==> src/rtl/accumulation_ctrl_mc.sv <==
// accumulation_ctrl_mc
// Multi-channel accumulation controller for the Mage access path. Each
// channel compares one IV of one hwlp register-file entry against a
// programmed constraint and issues a match to Mage after a programmable
// delay. A second, independently delayed copy of that match is ORed with a
// delayed one-shot start pulse and goes to the PEA accumulator.
//
// Optional build macro:
//   ACC_CTRL_MATCH_CNT_EN - adds per-channel saturating match counters and
//                           the match_cnt_o port.
//
// Default parameter values follow the Mage hwlp configuration
// (4 entries x 4 IVs x 8 bit).
module accumulation_ctrl_mc #(
    parameter int N_CH              = 4,
    parameter int HWLP_RF_SIZE      = 4,
    parameter int N_LP              = 4,
    parameter int NBIT_LP_IV        = 8,
    parameter int MAX_DLY           = 8,
    parameter int CNT_W             = 16,
    parameter int LOG2_HWLP_RF_SIZE = (HWLP_RF_SIZE > 1) ? $clog2(HWLP_RF_SIZE) : 1,
    parameter int LOG2_N_LP         = (N_LP > 1) ? $clog2(N_LP) : 1,
    parameter int DLY_W             = $clog2(MAX_DLY)
) (
    input  logic                                                   clk_i,
    input  logic                                                   rst_n_i,
    input  logic [HWLP_RF_SIZE-1:0][N_LP-1:0][NBIT_LP_IV-1:0]      hwlp_rf_i,
    input  logic [HWLP_RF_SIZE-1:0]                                hwlp_valid_i,
    input  logic [N_CH-1:0]                                        reg_en_i,
    input  logic [N_CH-1:0]                                        reg_edge_i,
    input  logic [N_CH-1:0][LOG2_HWLP_RF_SIZE-1:0]                 reg_hwlp_sel_i,
    input  logic [N_CH-1:0][LOG2_N_LP-1:0]                         reg_iv_sel_i,
    input  logic [N_CH-1:0][NBIT_LP_IV-1:0]                        reg_iv_constraint_i,
    input  logic [N_CH-1:0][DLY_W-1:0]                             reg_mage_dly_i,
    input  logic [N_CH-1:0][DLY_W-1:0]                             reg_pea_dly_i,
    input  logic [N_CH-1:0][DLY_W-1:0]                             reg_start_dly_i,
    output logic [N_CH-1:0]                                        match_o,
`ifdef ACC_CTRL_MATCH_CNT_EN
    output logic [N_CH-1:0][CNT_W-1:0]                             match_cnt_o,
`endif
    output logic [N_CH-1:0]                                        match_d_o
);

    if (MAX_DLY < 2 || (1 << DLY_W) != MAX_DLY) begin : g_bad_max_dly
        $error("accumulation_ctrl_mc: MAX_DLY must be a power of 2 and >= 2");
    end

    for (genvar c = 0; c < N_CH; c++) begin : g_ch

        // state | meaning
        // IDLE  | entry not valid or channel disabled, waiting for a run
        // START | first cycle after en & valid rose, start pulse is high
        // RUN   | run in progress, no further start pulse
        typedef enum logic [1:0] {
            ST_IDLE  = 2'd0,
            ST_START = 2'd1,
            ST_RUN   = 2'd2
        } state_t;

        state_t                  state_q;
        logic                    en;
        logic                    valid;
        logic                    run_ok;
        logic [NBIT_LP_IV-1:0]   iv;
        logic                    hit;
        logic                    hit_q;
        logic                    raw;
        logic                    start;
        logic [MAX_DLY-1:1]      mage_sr;
        logic [MAX_DLY-1:1]      pea_sr;
        logic [MAX_DLY-1:1]      start_sr;
        logic [MAX_DLY-1:0]      mage_tap;
        logic [MAX_DLY-1:0]      pea_tap;
        logic [MAX_DLY-1:0]      start_tap;

        assign en     = reg_en_i[c];
        assign valid  = hwlp_valid_i[reg_hwlp_sel_i[c]];
        assign iv     = hwlp_rf_i[reg_hwlp_sel_i[c]][reg_iv_sel_i[c]];
        assign run_ok = en & valid;

        // Constraint compare and edge qualification. The hit is also gated
        // by reset so a zero-delay tap cannot leak a match while in reset.
        always_comb begin
            hit = rst_n_i & en & valid & (iv == reg_iv_constraint_i[c]);
            raw = reg_edge_i[c] ? (hit & ~hit_q) : hit;
        end

        // Tap 0 of every line is the undelayed input; tap k is k cycles late.
        assign mage_tap  = {mage_sr, raw};
        assign match_o[c] = mage_tap[reg_mage_dly_i[c]];

        assign start     = (state_q == ST_START);
        assign pea_tap   = {pea_sr, match_o[c]};
        assign start_tap = {start_sr, start};
        assign match_d_o[c] = pea_tap[reg_pea_dly_i[c]] | start_tap[reg_start_dly_i[c]];

        // Edge history and the three delay lines; disabling flushes them.
        always_ff @(posedge clk_i or negedge rst_n_i) begin
            if (!rst_n_i) begin
                hit_q    <= 1'b0;
                mage_sr  <= '0;
                pea_sr   <= '0;
                start_sr <= '0;
            end else if (!en) begin
                hit_q    <= 1'b0;
                mage_sr  <= '0;
                pea_sr   <= '0;
                start_sr <= '0;
            end else begin
                hit_q    <= hit;
                mage_sr  <= mage_tap[MAX_DLY-2:0];
                pea_sr   <= pea_tap[MAX_DLY-2:0];
                start_sr <= start_tap[MAX_DLY-2:0];
            end
        end

        // Start sequencer: one START cycle per run of en & valid.
        always_ff @(posedge clk_i or negedge rst_n_i) begin
            if (!rst_n_i) begin
                state_q <= ST_IDLE;
            end else begin
                case (state_q)
                    ST_IDLE:  state_q <= run_ok ? ST_START : ST_IDLE;
                    ST_START: state_q <= run_ok ? ST_RUN   : ST_IDLE;
                    ST_RUN:   state_q <= run_ok ? ST_RUN   : ST_IDLE;
                    default:  state_q <= ST_IDLE;
                endcase
            end
        end

`ifdef ACC_CTRL_MATCH_CNT_EN
        logic [CNT_W-1:0] cnt_q;

        // Saturating count of cycles with match_o high, cleared on disable.
        always_ff @(posedge clk_i or negedge rst_n_i) begin
            if (!rst_n_i) begin
                cnt_q <= '0;
            end else if (!en) begin
                cnt_q <= '0;
            end else if (match_o[c] && (cnt_q != {CNT_W{1'b1}})) begin
                cnt_q <= cnt_q + CNT_W'(1);
            end
        end

        assign match_cnt_o[c] = cnt_q;
`endif
    end

endmodule

==> config.mk <==
export PLATFORM = sky130hd
export DESIGN_NAME = accumulation_ctrl_mc
export DESIGN_NICKNAME = d
export VERILOG_FILES = /design/src/rtl/accumulation_ctrl_mc.sv
export SDC_FILE = /design/constraint.sdc
export NUM_CORES = 1
export LEC_CHECK = 0
export ABC_AREA = 1
export CORE_ASPECT_RATIO = 1.5
export CORE_MARGIN = 2
export CORE_UTILIZATION = 30
export DETAILED_ROUTE_END_ITERATION = 7
export GPL_TIMING_DRIVEN = 0
export PLACE_DENSITY_LB_ADDON = 0.12
export SYNTH_ARGS = -nofsm -noshare
export SYNTH_HDL_FRONTEND = slang
export SYNTH_SLANG_ARGS = --single-unit
==> constraint.sdc <==
create_clock -name clk_i -period 2.16 [get_ports clk_i]
set_clock_uncertainty 0.1 [all_clocks]
set_input_delay 0.216 -clock clk_i [delete_from_list [all_inputs] [get_ports clk_i]]
set_output_delay 0.216 -clock clk_i [all_outputs]
set_load 0.05 [all_outputs]
==> impl_results.md <==
* Total Power at 6.785 mW
* Post-route setup TNS at -4.139 ns
* 1st-pass router iterations at 6
* First-pass GRT wire length at 88.97 mm
* Worst hold stages at 4
* Required @ worst endpoint at 1.84 ns
* Final Wtd Congestion at 1.060
* Gr usage total at 0.3467
* Largest net degree at the start of global routing at 34
* Int Pwr at 4.212 mW
* Largest stage delay on the critical path at 0.26 ns
* Post-synth net total at 2030
* R2r setup slk at 0.39 ns
* Maxcap violations at 0
* DIE HEIGHT at 228.4 um
* Hold wc startpoint: rst_n_i
* Initial DRC count at 1310
* Violated checks: setup timing
* Cell with the most instances after synthesis: nand2_1
* Buffers on Ports at 222
* Total Wirelength at 62.96 mm
* DR vias/cell at 5.510
* Io pins at 234
* Cell area after synthesis at 10070 um^2
* Hold_ws at 0.1301 ns
* CP cell instances: buf_12 -> buf_4 -> buf_4 -> o211ai_1 -> nand3_1 -> nand3_2 -> nand2_1 -> nand2_1 -> nand4_1 -> nor2_1 -> nand3_1 -> nand2_1 -> nand2_1 -> nand2_1 -> nand2_2 -> nand2_1 -> nand2_1 -> nand2_1 -> nand2_2 -> nand2_4 -> buf_8
* Fraction of layout cells with a size suffix above 1 at 0.2779
* Tightest Pin Transition at 0.4850 ns
* PD cells at 423.0 nW/um^2
* Initial antenna violation count at 1
* # setup viols final at 9
* Post-synth EDFFs at 0
* Outcome: finished with violations
* CTS Sinks at 96
* YS warnings at 0
* Relative slew margins at 0.6753
* R2R depth at 14
* Number of global-route vias before repair at 13.59k
* Synth Area per Inst at 5.622 um^2
* Area of the die at 35090 um^2
* H-tree levels at 3
* Worst R2R End: g_ch[3].pea_sr[1]$_DFF_PN0_
* Worst setup EP type: primary output
* Nets at 2363
* DR vias at 14.06k
* TritonCTS clock tree: yes
* Max frequency at 0.3690 GHz
* Asr flop ratio synth at 1.000
* Register bit count reported by yosys at 96
* Post-synth top cells: 570 x nand2_1, 372 x nand3_1, 283 x inv_1
* Leak at 8.456 nW
* Top_reg_cell synth: dfrtp_1
* Post-route DRC at 0
* Routed WL per cell at 24.68 um
* Initial Util at 0.3031
* Peak VDD IR at 0.0004528 V
* Worst endpoint data arrival time at 2.39 ns
* Fin worst setup slack at -0.5497 ns
* CP most frequent cell: nand2_1
* Final period util at 1.255
* CP bufs+invs at 4
* Flop pwr share at 0.272
* Die Wd at 153.6 um
* Grt ovf at 0
* Netlist cell types at 29
* Post-synthesis sequential area ratio at 0.2385
* CTS Buffer Depth at 2
* Clock share of power at 0.272
* CTS Root Cell: clkbuf_16
* CP Max Fanout at 10
* Final Slew Violations at 0
* Setup CP Type: input pin to primary output
* Hold Path End: g_ch[1].hit_q$_DFF_PN0_
* Top cell type's share of synthesized area at 0.2385
* Path type of the worst min-delay path: input pin to flop
* FF-to-FF Start: g_ch[3].hit_q$_DFF_PN0_
* Mapped Cells at 1792
* Min Tclk post-route at 2.710 ns
* Synth top area cells: dfrtp_1 24%, nand2_1 21%, nand3_1 18%
* Switching Fraction at 0.3791
* Critical path's top delay family: simple AND/OR/NAND/NOR gates
* Area leader, netlist: dfrtp_1
* Final Hold Fails at 0
* Power share of the combinational group at 0.456
* CP max-delay cell: o211ai_1
* Core ar. at 33240 um^2
* Worst skew pair latency at 0.36 ns
* HPWL after DPL at 47.54 mm
* Switching power at 2.572 mW
* CP startpoint kind: input pin
* Clk slew on worst S/H paths at 0.07 ns
* Antenna violation net count after detailed routing at 0
* CTS Buf Count at 9
* RSZ-0062 raised after global routing: yes
* Pre-CTS setup slack at -2.098 ns
* Cell Rows at 82
* Layout area overhead at 59.19%
[routing by layer]
layer / vias up / GRT usage / wire length, um
met5: - / 0 / 0
met2: 812 / 0.5861 / 29760
met1: 6522 / 0.3768 / 22060
met4: 0 / 0.3131 / 7265
li1: 6448 / - / -
met3: 274 / 0.04058 / 3869
[state kept, by name, summed over array words and instances (netlist names)]
register	flops
g_ch.hit_q	4
g_ch.mage_sr	28
g_ch.pea_sr	28
g_ch.start_sr	28
g_ch.state_q	8
[placed cells by master, fill, tap and decap left out, types with 52 or more instances in the layout]
| cell | synthesis | layout |
|---|---|---|
| a21oi_1 | 99 | 85 |
| buf_4 | 13 | 83 |
| clkdlybuf4s50_1 | 0 | 76 |
| dfrtp_1 | 96 | 96 |
| dlygate4sd2_1 | 0 | 113 |
| inv_1 | 283 | 161 |
| inv_2 | 5 | 93 |
| nand2_1 | 570 | 510 |
| nand2_2 | 0 | 52 |
| nand3_1 | 372 | 245 |
| nand3_2 | 0 | 121 |
| nor2_1 | 68 | 54 |
| o21ai_0 | 82 | 54 |
[logic make-up after synthesis]
group / count (synthesis) / synth area share
XOR/XNOR: 2 / 0.001739
AND/OR/NAND/NOR: 1029 / 0.4352
adder cells (fa/ha/maj): 12 / 0.01490
flip-flops: 96 / 0.2384
buffers and inverters: 395 / 0.1629
multiplexers: 4 / 0.003974
AO/OA/AOI/OAI: 254 / 0.1428
[what timing repair did]
item,CTS,global route
endpoints found under the hold margin,63,0
buffers inserted,72,26
hold buffers,6,0
resized for setup,675,222
gates cloned,9,7
pin swaps,131,129
setup endpoints to repair,19,11
[power groups by stage]
stage	logic, mW	registers [mW]	clock network (mW)
floorplan	1.20	1.87	0
global placement	2.37	1.88	0
detailed placement	2.38	1.88	0
CTS	2.80	1.84	1.89
global route	3.26	1.85	1.96
finish	3.09	1.84	1.85
[through the flow]
step,utilization,instance area [um^2],std cells
after CTS,0.4532,15070,2527
after detailed placement,0.3882,12900,2435
after floorplan,-,10130,1792
after global routing,0.4824,16040,2550
final,0.4825,16040,2551
after global placement,0.3874,12880,2434
[layout make-up]
class                           count  area (um^2)
Clock buffer                        9        225.2
Fill cell                        3577        17200
Inverter                          288         1186
Tap cell                          420        525.5
Timing Repair Buffer              323         3344
Antenna cell                        1        2.502
Multi-Input combinational cell   1301         7069
Clock inverter                      7        117.6
Sequential cell                    96         2402
Buffer                            106         1165
[worst min-delay path: stages]
cell	delay (ns)
buf_12	0.11
nand4_1	0.07
or3_1	0.11
nor2_1	0.05
[worst max-delay path by stage]
stage	from	to	slack, ns	cells after the start
3_5_place_dp	reg_hwlp_sel_i[4]	match_d_o[2]	-2.10	24
3_3_place_gp	rst_n_i	match_d_o[0]	-5.29	18
6_report	reg_hwlp_sel_i[7]	match_d_o[3]	-0.55	21
2_1_floorplan	reg_hwlp_sel_i[6]	match_d_o[3]	-0.03	23
4_1_cts	reg_hwlp_sel_i[4]	match_d_o[2]	-0.59	23
5_1_grt	reg_hwlp_sel_i[7]	match_d_o[3]	-0.72	23
(Power assumes the default switching activity.)
